==> src/rtl/audio_post.sv <==
// Audio post-processing: decimating DC-blocker, volume scaling with saturation,
// and mute, emitting a one-cycle strobe with each new stereo sample.
module audio_post #(
    parameter int DIV   = 1024,
    parameter int SHIFT = 8
) (
    input  logic               clk_sys,
    input  logic               reset,
    input  logic signed [18:0] sound_mix,
    input  logic        [1:0]  vol,
    input  logic               mute,
    output logic               sample,
    output logic signed [15:0] aud_l,
    output logic signed [15:0] aud_r,
    output logic               clip
);

    localparam int CW = (DIV > 1) ? $clog2(DIV) : 1;
    localparam logic [CW-1:0] LAST = CW'(DIV - 1);

    logic [CW-1:0]      cnt;
    logic               tick;
    logic signed [23:0] x_prev;
    logic signed [23:0] y_prev;
    logic signed [23:0] x_ext;
    logic signed [25:0] y_sum;
    logic signed [23:0] y_next;
    logic signed [23:0] y_shift;
    logic signed [23:0] s_shift;
    logic signed [15:0] s_next;
    logic               clip_next;
    logic signed [15:0] s_reg;
    logic               clip_int;
    logic               v1;
    logic               v2;

    assign tick = (cnt == LAST);

    // Two guard bits keep the filter sum exact so saturation sees the true value.
    always_comb begin
        x_ext   = {{5{sound_mix[18]}}, sound_mix};
        y_shift = y_prev >>> SHIFT;
        y_sum   = {{2{x_ext[23]}}, x_ext} - {{2{x_prev[23]}}, x_prev}
                + {{2{y_prev[23]}}, y_prev} - {{2{y_shift[23]}}, y_shift};
        y_next  = y_sum[23:0];
        if (y_sum > 26'sd8388607) begin
            y_next = 24'sh7FFFFF;
        end else if (y_sum < -26'sd8388608) begin
            y_next = 24'sh800000;
        end
    end

    always_comb begin
        s_shift   = y_prev >>> (2'd3 - vol);
        s_next    = s_shift[15:0];
        clip_next = 1'b0;
        if (s_shift > 24'sd32767) begin
            s_next    = 16'sh7FFF;
            clip_next = 1'b1;
        end else if (s_shift < -24'sd32768) begin
            s_next    = 16'sh8000;
            clip_next = 1'b1;
        end
    end

    // v1/v2 carry a tick down the pipeline; reset clears them so no stale strobe escapes.
    always_ff @(posedge clk_sys or posedge reset) begin
        if (reset) begin
            cnt      <= '0;
            x_prev   <= '0;
            y_prev   <= '0;
            v1       <= 1'b0;
            v2       <= 1'b0;
            s_reg    <= '0;
            clip_int <= 1'b0;
            aud_l    <= '0;
            aud_r    <= '0;
            clip     <= 1'b0;
            sample   <= 1'b0;
        end else begin
            cnt <= tick ? '0 : cnt + 1'b1;
            v1  <= tick;
            v2  <= v1;
            if (tick) begin
                x_prev <= x_ext;
                y_prev <= y_next;
            end
            if (v1) begin
                s_reg    <= s_next;
                clip_int <= clip_next;
            end
            sample <= v2;
            if (v2) begin
                aud_l <= mute ? 16'sd0 : s_reg;
                aud_r <= mute ? 16'sd0 : s_reg;
                clip  <= mute ? 1'b0 : clip_int;
            end
        end
    end

endmodule

==> config.mk <==
export PLATFORM = sky130hd
export DESIGN_NAME = audio_post
export DESIGN_NICKNAME = d
export VERILOG_FILES = /design/src/rtl/audio_post.sv
export SDC_FILE = /design/constraint.sdc
export NUM_CORES = 1
export LEC_CHECK = 0
export BUFFER_PORTS_ARGS = -buffer_cell sky130_fd_sc_hd__buf_4
export CORE_ASPECT_RATIO = 0.7
export CORE_MARGIN = 2
export CORE_UTILIZATION = 55
export DETAILED_ROUTE_END_ITERATION = 8
export PLACE_DENSITY = 0.74
export SYNTH_ARGS = -nofsm -noshare
export SYNTH_HDL_FRONTEND = slang
export SYNTH_SLANG_ARGS = --single-unit
==> constraint.sdc <==
create_clock -name clk_sys -period 4.81 [get_ports clk_sys]
set_input_delay 0.962 -clock clk_sys [delete_from_list [all_inputs] [get_ports clk_sys]]
set_output_delay 0.962 -clock clk_sys [all_outputs]
set_load 0.05 [all_outputs]
==> results of run 1 <==
## Yosys cell counts, types with 3 or more instances
cell type / n / area, um^2
a21o_1: 13 / 97.59
a21oi_1: 60 / 300.3
a21oi_2: 3 / 26.28
a31oi_1: 16 / 100.1
and2_1: 3 / 18.77
and3_1: 4 / 25.02
buf_2: 5 / 25.02
buf_4: 16 / 120.1
clkbuf_1: 26 / 97.59
dfrtp_1: 90 / 2252
fa_1: 43 / 860.8
ha_1: 27 / 337.8
inv_1: 107 / 401.6
mux2_2: 4 / 45.04
mux2i_1: 14 / 140.1
nand2_1: 74 / 277.8
nand2b_1: 6 / 37.54
nand3_1: 14 / 70.07
nand4_1: 4 / 25.02
nor2_1: 52 / 195.2
nor3_1: 4 / 20.02
o211ai_1: 9 / 67.56
o211ai_2: 3 / 37.54
o21a_1: 5 / 37.54
o21ai_0: 72 / 360.4
o221ai_1: 9 / 78.83
o22ai_1: 9 / 56.30
or3_1: 3 / 18.77
xnor2_1: 9 / 78.83
xor2_1: 13 / 113.9
## final timing paths
check | start | to | slack (ns) | cells past startpoint
min in group asynchronous | reset | sample | 0.83 | 2
max in group asynchronous | reset | y_prev[22] | 2.97 | 3
hold reg to reg | cnt[6] | cnt[6] | 0.48 | 1
hold / removal | cnt[6] | cnt[6] | 0.48 | 1
setup / recovery | sound_mix[12] | y_prev[4] | 0.29 | 14
setup reg to reg | y_prev[20] | y_prev[4] | 0.45 | 12
## logic make-up (layout without fill, tap and decap cells)
group | Yosys count | in the layout | share of synthesized area [%]
AOI/OAI and AO/OA | 229 | 229 | 21.99
xor gates and xnor gates | 22 | 22 | 2.865
adders and majority gates | 70 | 70 | 17.82
buffers and inverters | 158 | 197 | 9.914
DFF | 90 | 90 | 33.48
muxes | 18 | 18 | 2.753
and+or+nand+nor | 172 | 172 | 11.18
## worst reg2reg max path, stage by stage (launching register included)
cell	delay (ns)
dfrtp_1	0.57
fa_1	0.51
fa_1	0.51
inv_1	0.04
ha_1	0.41
nand2_1	0.12
o211ai_2	0.15
o211ai_1	0.19
o41a_1	0.49
a21boi_2	0.31
nor2_1	0.15
o211ai_2	0.50
o221ai_1	0.25
## where the power goes
| part | switching, mW | internal (mW) |
|---|---|---|
| registers | 0.00178 | 0.757 |
| logic | 0.236 | 0.155 |
| clock network | 0.329 | 0.412 |
## area by class of cell
type	count	area, um^2	share of cell area (%)
clock buffers	9	225.2	2.997
clock inverters	7	80.08	1.065
well taps	157	196.4	2.614
flip-flops and latches	90	2252	29.97
inverters	108	406.6	5.410
multi-input cells	511	3807	50.66
repair buffers	73	548.0	7.291
## routing by layer
| metal | routed length, um | up-vias | global-route usage (%) |
|---|---|---|---|
| met1 | 7698 | 2597 | 38.86 |
| li1 | - | 2622 | - |
| met5 | 0 | - | 0 |
| met2 | 7334 | 179 | 41.21 |
| met4 | 220 | 0 | 6.684 |
| met3 | 892 | 20 | 3.652 |
## stage by stage
stage | instance area [um^2] | hold WS (ns)
after global routing | 7516 | 0.4907
after global placement | 7211 | 0.4546
after detailed placement | 7211 | 0.4704
final | 7516 | 0.4815
after floorplan | 6726 | 0.3519
after CTS | 7516 | 0.4838
==> flow_summary.json, run 1 <==
{
  "path_cells": "buf_4, inv_1, fa_1, fa_1, inv_1, ha_1, nand2_1, o211ai_2, o211ai_1, o41a_1, a21boi_2, nor2_1, o211ai_2, o221ai_1",
  "largest_register_ffs": 24,
  "reg.largest.list": "y_prev: 24 flops, x_prev: 19 flops",
  "startpoint_type": "primary input",
  "critPathTopFamily": "compound AO/OA/AOI/OAI gates",
  "grt.overflow.total": 0,
  "clk_pin_slew_worst_paths_ns": 0.07,
  "die-area_um2": 13140,
  "antennaDiodeCount": 0,
  "slowest_delay_ns": 0.51,
  "hpwl_um": 12460,
  "num_rows": 33,
  "finalCritPeriodShare_pct": 94.00,
  "critical_path.endpoint_type": "flop",
  "cts_resized": 0,
  "avgRoutedWirePerCell_um": 16.91,
  "clkLatencyLatePin_ns": 0.34,
  "final_cells": 955,
  "outcome": "finished, final reports clean",
  "num_io_pins": 58,
  "initial_core_util_pct": 56.96,
  "rsz0062_at_grt": "false",
  "path_max_fanout": 9,
  "powerDensity_nw_per_um2": 251.5,
  "clock-sinks": 90,
  "required_ns": 4.99,
  "synth-edff-count": 0,
  "worstPathArrival_ns": 4.70,
  "h-tree-depth": 3,
  "ys_seq_area_share_pct": 33.48,
  "track_usage_pct": 26.33,
  "ys.flop_type": "dfrtp_1",
  "cts_tree": "done",
  "nFillCells": 1003,
  "tns_ns": 0,
  "worstPathBufferInverterCount": 3,
  "place_congestion": 0.9857,
  "synth_nets": 853,
  "worst_pin_slew_ns": 1.026,
  "drt_first_pass_iters": 5,
  "antenna_found_initial": 0,
  "drt_wl_total_um": 16150,
  "ir_worst_vdd_mv": 0.1899,
  "cts_inserted_buffers": 9,
  "syn_area_um2": 6726,
  "drt_iter0_drc": 471,
  "ys_types": 62,
  "ys_ff_latch": 90,
  "clk_path_buf_depth": 2,
  "placed_cells_incl_taps": 939,
  "drt.antenna.violating_nets": 0,
  "period_needed_ns": 4.521,
  "cts_hold_buffers": 0,
  "maxSlewHeadroom_pct": 31.29,
  "hold_class": "reg -> reg",
  "grt_pass1_wl_um": 26460,
  "fp.dieH_um": 96.53,
  "clock-root-buffer": "clkbuf_16",
  "fin_ws_ns": 0.2885,
  "grt_max_degree": 59,
  "cap_violations": 0,
  "grt_pass1_vias": 5157,
  "finalSetupViolCount": 0,
  "fmax_mhz": 221.2,
  "power_mw": 1.890,
  "portBuffers": 57,
  "area_growth_pct": 11.74,
  "synthArstFlopShare_pct": 100.0,
  "core-area_um2": 11810,
  "ys_warn_count": 0,
  "vias_per_cell": 5.673,
  "syn_avg_cell_area_um2": 8.862,
  "finalHoldViolCount": 0,
  "clock_skew_ns": 0.008775,
  "postCtsSetupBuffers": 0,
  "syn_inst": 759,
  "p_leak_nw": 3.632,
  "top_register": "y_prev",
  "die_w_um": 136.2,
  "fin_nets": 887,
  "layout-drive-gt1-share_pct": 13.78,
  "final_cell_mix": "inv_1, dfrtp_1, nand2_1, buf_4, o21ai_0",
  "fin_util_pct": 63.65,
  "vias": 5418,
  "place_worst_setup_slack_ns": 0.01737,
  "maxSlewViolCount": 0,
  "route.detailed.drc": 0,
  "crit_type": "in -> reg",
  "cp_slowest_cell": "fa_1",
  "final_common_cell": "inv_1"
}
(Power assumes the default switching activity.)
==> run 2, diff against run 1 <==
--- a/config.mk
+++ b/config.mk
@@ -11,6 +11,7 @@
 export CORE_UTILIZATION = 55
 export DETAILED_ROUTE_END_ITERATION = 8
 export PLACE_DENSITY = 0.74
+export REMOVE_ABC_BUFFERS = 1
 export SYNTH_ARGS = -nofsm -noshare
 export SYNTH_HDL_FRONTEND = slang
 export SYNTH_SLANG_ARGS = --single-unit
==> run 2 against run 1 <==
Net effect:
- global-route usage barely moved
- clock skew increased by 0.0016 ns
- register-to-register slack gained 0.07 ns
- combinational power shrank 1%
- count of clock-buffer cells in the layout up 1
- sequential power about the same
- largest cell class unchanged
==> flow_summary.json, run 2 (synthesized netlist as in run 1, its figures left out) <==
{
  "worst_pin_slew_ns": 1.019,
  "grt_max_degree": 55,
  "fp.dieH_um": 96.53,
  "fin_area_um2": 7505,
  "reg.largest.list": "y_prev: 24 flops, x_prev: 19 flops",
  "path_cells": "buf_4, fa_1, inv_1, fa_1, inv_1, ha_1, inv_1, fa_1, nand2b_1, a21oi_2, o41ai_4, a21oi_2, o21ai_1, a2111oi_4, buf_4, nor3_1, a311oi_1",
  "maxSlewHeadroom_pct": 31.73,
  "hold_class": "reg -> reg",
  "placed_cells_incl_taps": 938,
  "grt.overflow.total": 0,
  "clock-sinks": 90,
  "area_growth_pct": 11.57,
  "die-area_um2": 13140,
  "ir_worst_vdd_mv": 0.1665,
  "finalHoldViolCount": 0,
  "cts_resized": 0,
  "crit_type": "in -> reg",
  "num_io_pins": 58,
  "finalCritPeriodShare_pct": 93.64,
  "slowest_delay_ns": 0.54,
  "cap_violations": 0,
  "worstPathBufferInverterCount": 5,
  "vias_per_cell": 5.659,
  "drt.antenna.violating_nets": 0,
  "clock-root-buffer": "clkbuf_16",
  "path_max_fanout": 11,
  "grt_pass1_vias": 5194,
  "fin_nets": 886,
  "hpwl_um": 12320,
  "vias": 5399,
  "worstPathArrival_ns": 4.75,
  "die_w_um": 136.2,
  "fmax_mhz": 222.0,
  "cts_tree": "done",
  "core-area_um2": 11810,
  "h-tree-depth": 3,
  "drt_iter0_drc": 324,
  "power_mw": 1.878,
  "top_register": "y_prev",
  "p_leak_nw": 3.621,
  "clock_skew_ns": 0.01035,
  "rsz0062_at_grt": "false",
  "grt_pass1_wl_um": 26520,
  "critical_path.endpoint_type": "flop",
  "clk_pin_slew_worst_paths_ns": 0.07,
  "maxSlewViolCount": 0,
  "outcome": "finished, final reports clean",
  "place_congestion": 0.9056,
  "postCtsSetupBuffers": 0,
  "fin_util_pct": 63.55,
  "clkLatencyLatePin_ns": 0.35,
  "antennaDiodeCount": 0,
  "finalSetupViolCount": 0,
  "route.detailed.drc": 0,
  "powerDensity_nw_per_um2": 250.2,
  "required_ns": 5.05,
  "final_common_cell": "inv_1",
  "post_dp_cell_area_um2": 7203,
  "cts_inserted_buffers": 9,
  "startpoint_type": "primary input",
  "final_cells": 954,
  "tns_ns": 0,
  "antenna_found_initial": 0,
  "drt_first_pass_iters": 5,
  "portBuffers": 57,
  "track_usage_pct": 26.35,
  "num_rows": 33,
  "drt_wl_total_um": 15880,
  "layout-drive-gt1-share_pct": 13.55,
  "initial_core_util_pct": 56.96,
  "avgRoutedWirePerCell_um": 16.65,
  "cts_hold_buffers": 0,
  "period_needed_ns": 4.504,
  "critPathTopFamily": "adder cells",
  "final_cell_mix": "inv_1, dfrtp_1, nand2_1, o21ai_0, buf_4",
  "clk_path_buf_depth": 2,
  "nFillCells": 1015,
  "largest_register_ffs": 24,
  "cp_slowest_cell": "fa_1"
}
-- run 2: final cells by class --
cell class / instances / area (um^2) / area share, %
clock inverters: 6 / 72.57 / 0.9670
well taps: 157 / 196.4 / 2.618
flip-flops and latches: 90 / 2252 / 30.01
inverters: 108 / 406.6 / 5.418
clock buffers: 10 / 229.0 / 3.051
repair buffers: 72 / 540.5 / 7.202
multi-input cells: 511 / 3807 / 50.73
-- run 2: power breakdown --
group          internal [mW]  leakage, nW  switching (mW)
combinational          0.153         2.63           0.233
clock                  0.409        0.144           0.323
sequential             0.758        0.847         0.00193
-- run 2: final timing paths --
check,start,end,slack (ns),depth (start not counted)
hold reg to reg,cnt[6],cnt[6],0.47,1
hold / removal,cnt[6],cnt[6],0.47,1
setup / recovery,sound_mix[0],y_prev[0],0.31,17
setup reg to reg,y_prev[23],y_prev[0],0.52,13
min in group asynchronous,reset,cnt[6],0.79,2
max in group asynchronous,reset,s_reg[6],3.05,3
-- run 2: routing by layer --
layer	GRT usage [%]	up-vias	routed length (um)
li1	-	2619	-
met5	0	-	0
met2	41.12	176	6828
met1	38.17	2581	7768
met4	6.510	0	219
met3	5.112	23	1067
-- run 2: per-stage QoR --
step	hold slack (ns)	setup slack, ns
2_1_floorplan	0.4381	0.3606
3_3_place_gp	0.4538	0.1092
3_5_place_dp	0.4621	0.008062
4_1_cts	0.4772	0.3418
5_1_grt	0.5035	0.1056
6_report	0.4720	0.3057
==> run 3, diff against run 2 <==
--- a/config.mk
+++ b/config.mk
@@ -11,6 +11,7 @@
 export CORE_UTILIZATION = 55
 export DETAILED_ROUTE_END_ITERATION = 8
 export PLACE_DENSITY = 0.74
+export RECOVER_POWER = 25
 export REMOVE_ABC_BUFFERS = 1
 export SYNTH_ARGS = -nofsm -noshare
 export SYNTH_HDL_FRONTEND = slang
==> run 3 against run 2 <==
Net effect:
- the run now ends with max-capacitance violations, max-slew violations left
- non-clock buffer count did not move
- register-to-register slack about the same
- die area did not move
- routed wire length barely moved
- clock skew about the same
- count of clock-buffer cells in the layout unchanged
- global-route usage unchanged
- critical path type unchanged
- critical endpoint unchanged
==> flow_summary.json, run 3 (synthesized netlist as in run 1, its figures left out) <==
{
  "crit_type": "in -> reg",
  "num_rows": 33,
  "drt_first_pass_iters": 5,
  "ir_worst_vdd_mv": 0.1667,
  "cts_inserted_buffers": 9,
  "postCtsSetupBuffers": 0,
  "clkLatencyLatePin_ns": 0.35,
  "fmax_mhz": 222.0,
  "path_max_fanout": 11,
  "required_ns": 5.05,
  "place_congestion": 0.9056,
  "final_common_cell": "inv_1",
  "grt_max_degree": 55,
  "route.detailed.drc": 0,
  "nFillCells": 1015,
  "drt_wl_total_um": 15880,
  "power_mw": 1.877,
  "top_register": "y_prev",
  "clk_pin_slew_worst_paths_ns": 0.07,
  "fin_nets": 886,
  "vias": 5391,
  "initial_core_util_pct": 56.96,
  "area_growth_pct": 11.57,
  "avgRoutedWirePerCell_um": 16.64,
  "fp.dieH_um": 96.53,
  "maxSlewHeadroom_pct": -65.44,
  "violations": "max-capacitance violations, max-slew violations",
  "placed_cells_incl_taps": 938,
  "outcome": "finished, violations left",
  "p_leak_nw": 3.617,
  "period_needed_ns": 4.504,
  "antennaDiodeCount": 0,
  "rsz0062_at_grt": "false",
  "worst_pin_slew_ns": 2.468,
  "finalHoldViolCount": 0,
  "grt_pass1_vias": 5194,
  "busiest_layer": "met2",
  "cts_tree": "done",
  "drt_iter0_drc": 324,
  "use_met3_pct": 5.112,
  "h-tree-depth": 3,
  "drt.antenna.violating_nets": 0,
  "maxSlewViolCount": 55,
  "finalCritPeriodShare_pct": 93.64,
  "grt_pass1_wl_um": 26520,
  "clock_skew_ns": 0.01030,
  "use_met1_pct": 38.17,
  "grt.met2_usage_pct": 41.12,
  "powerDensity_nw_per_um2": 250.1,
  "clock-sinks": 90,
  "reg.largest.list": "y_prev: 24 flops, x_prev: 19 flops",
  "worstPathArrival_ns": 4.75,
  "core-area_um2": 11810,
  "antenna_found_initial": 0,
  "num_io_pins": 58,
  "final_cell_mix": "inv_1, dfrtp_1, nand2_1, o21ai_0, buf_4",
  "cts_hold_buffers": 0,
  "final_cells": 954,
  "portBuffers": 57,
  "die_w_um": 136.2,
  "track_usage_pct": 26.35,
  "die-area_um2": 13140,
  "clock-root-buffer": "clkbuf_16",
  "clk_path_buf_depth": 2,
  "critical_path.endpoint_type": "flop",
  "largest_register_ffs": 24,
  "hpwl_um": 12320,
  "startpoint_type": "primary input",
  "cts_resized": 0,
  "finalSetupViolCount": 0,
  "grt.overflow.total": 0,
  "tns_ns": 0,
  "cap_violations": 1,
  "hold_class": "reg -> reg",
  "layout-drive-gt1-share_pct": 13.55,
  "vias_per_cell": 5.651
}
==> run 3: where the power goes <==
| group | internal (mW) | total, mW | switching, mW |
|---|---|---|---|
| clock network | 0.409 | 0.732 | 0.323 |
| registers | 0.758 | 0.760 | 0.00193 |
| logic | 0.153 | 0.385 | 0.232 |
==> run 3: layout make-up <==
cell class | instances | area (um^2) | share of cell area, %
multi-input combinational | 511 | 3807 | 50.73
sequential | 90 | 2252 | 30.01
timing repair buffer | 72 | 540.5 | 7.202
inverter | 108 | 406.6 | 5.418
clock buffer | 10 | 229.0 | 3.051
tap | 157 | 196.4 | 2.618
clock inverter | 6 | 72.57 | 0.9670
==> run 3: final timing paths <==
kind | depth (start not counted) | slack [ns] | end | start
max | 17 | 0.31 | y_prev[0] | sound_mix[0]
min | 1 | 0.47 | cnt[6] | cnt[6]
max reg2reg | 13 | 0.53 | y_prev[0] | y_prev[23]
min reg2reg | 1 | 0.47 | cnt[6] | cnt[6]
max in group asynchronous | 3 | 2.21 | s_reg[6] | reset
min in group asynchronous | 2 | 1.28 | cnt[6] | reset
==> run 3: per-stage QoR <==
stage / hold WS (ns) / setup WS, ns / utilization, % / instance area [um^2]
finish: 0.4718 / 0.3061 / 63.55 / 7505
global route: 0.5035 / 0.1056 / 63.55 / 7505
CTS: 0.4772 / 0.3418 / 63.55 / 7505
detailed placement: 0.4621 / 0.008062 / 61.00 / 7203
global placement: 0.4538 / 0.1092 / 61.00 / 7203
floorplan: 0.4381 / 0.3606 / - / 6465
==> run 3: critical path, stage by stage <==
cell and delay (ns):
buf_4 0.12, fa_1 0.54, inv_1 0.06, fa_1 0.44, inv_1 0.07, ha_1 0.16
inv_1 0.06, fa_1 0.41, nand2b_1 0.19, a21oi_2 0.23, o41ai_4 0.13, a21oi_2 0.20
o21ai_1 0.14, a2111oi_4 0.41, buf_4 0.25, nor3_1 0.08, a311oi_1 0.29
==> run 3: per-layer routing <==
layer,wire [um],share of wire (%),vias up
li1,-,-,2617
met1,7722,49,2565
met2,6796,43,179
met3,1121,7.1,30
met4,238,1.5,0
met5,0,0,-
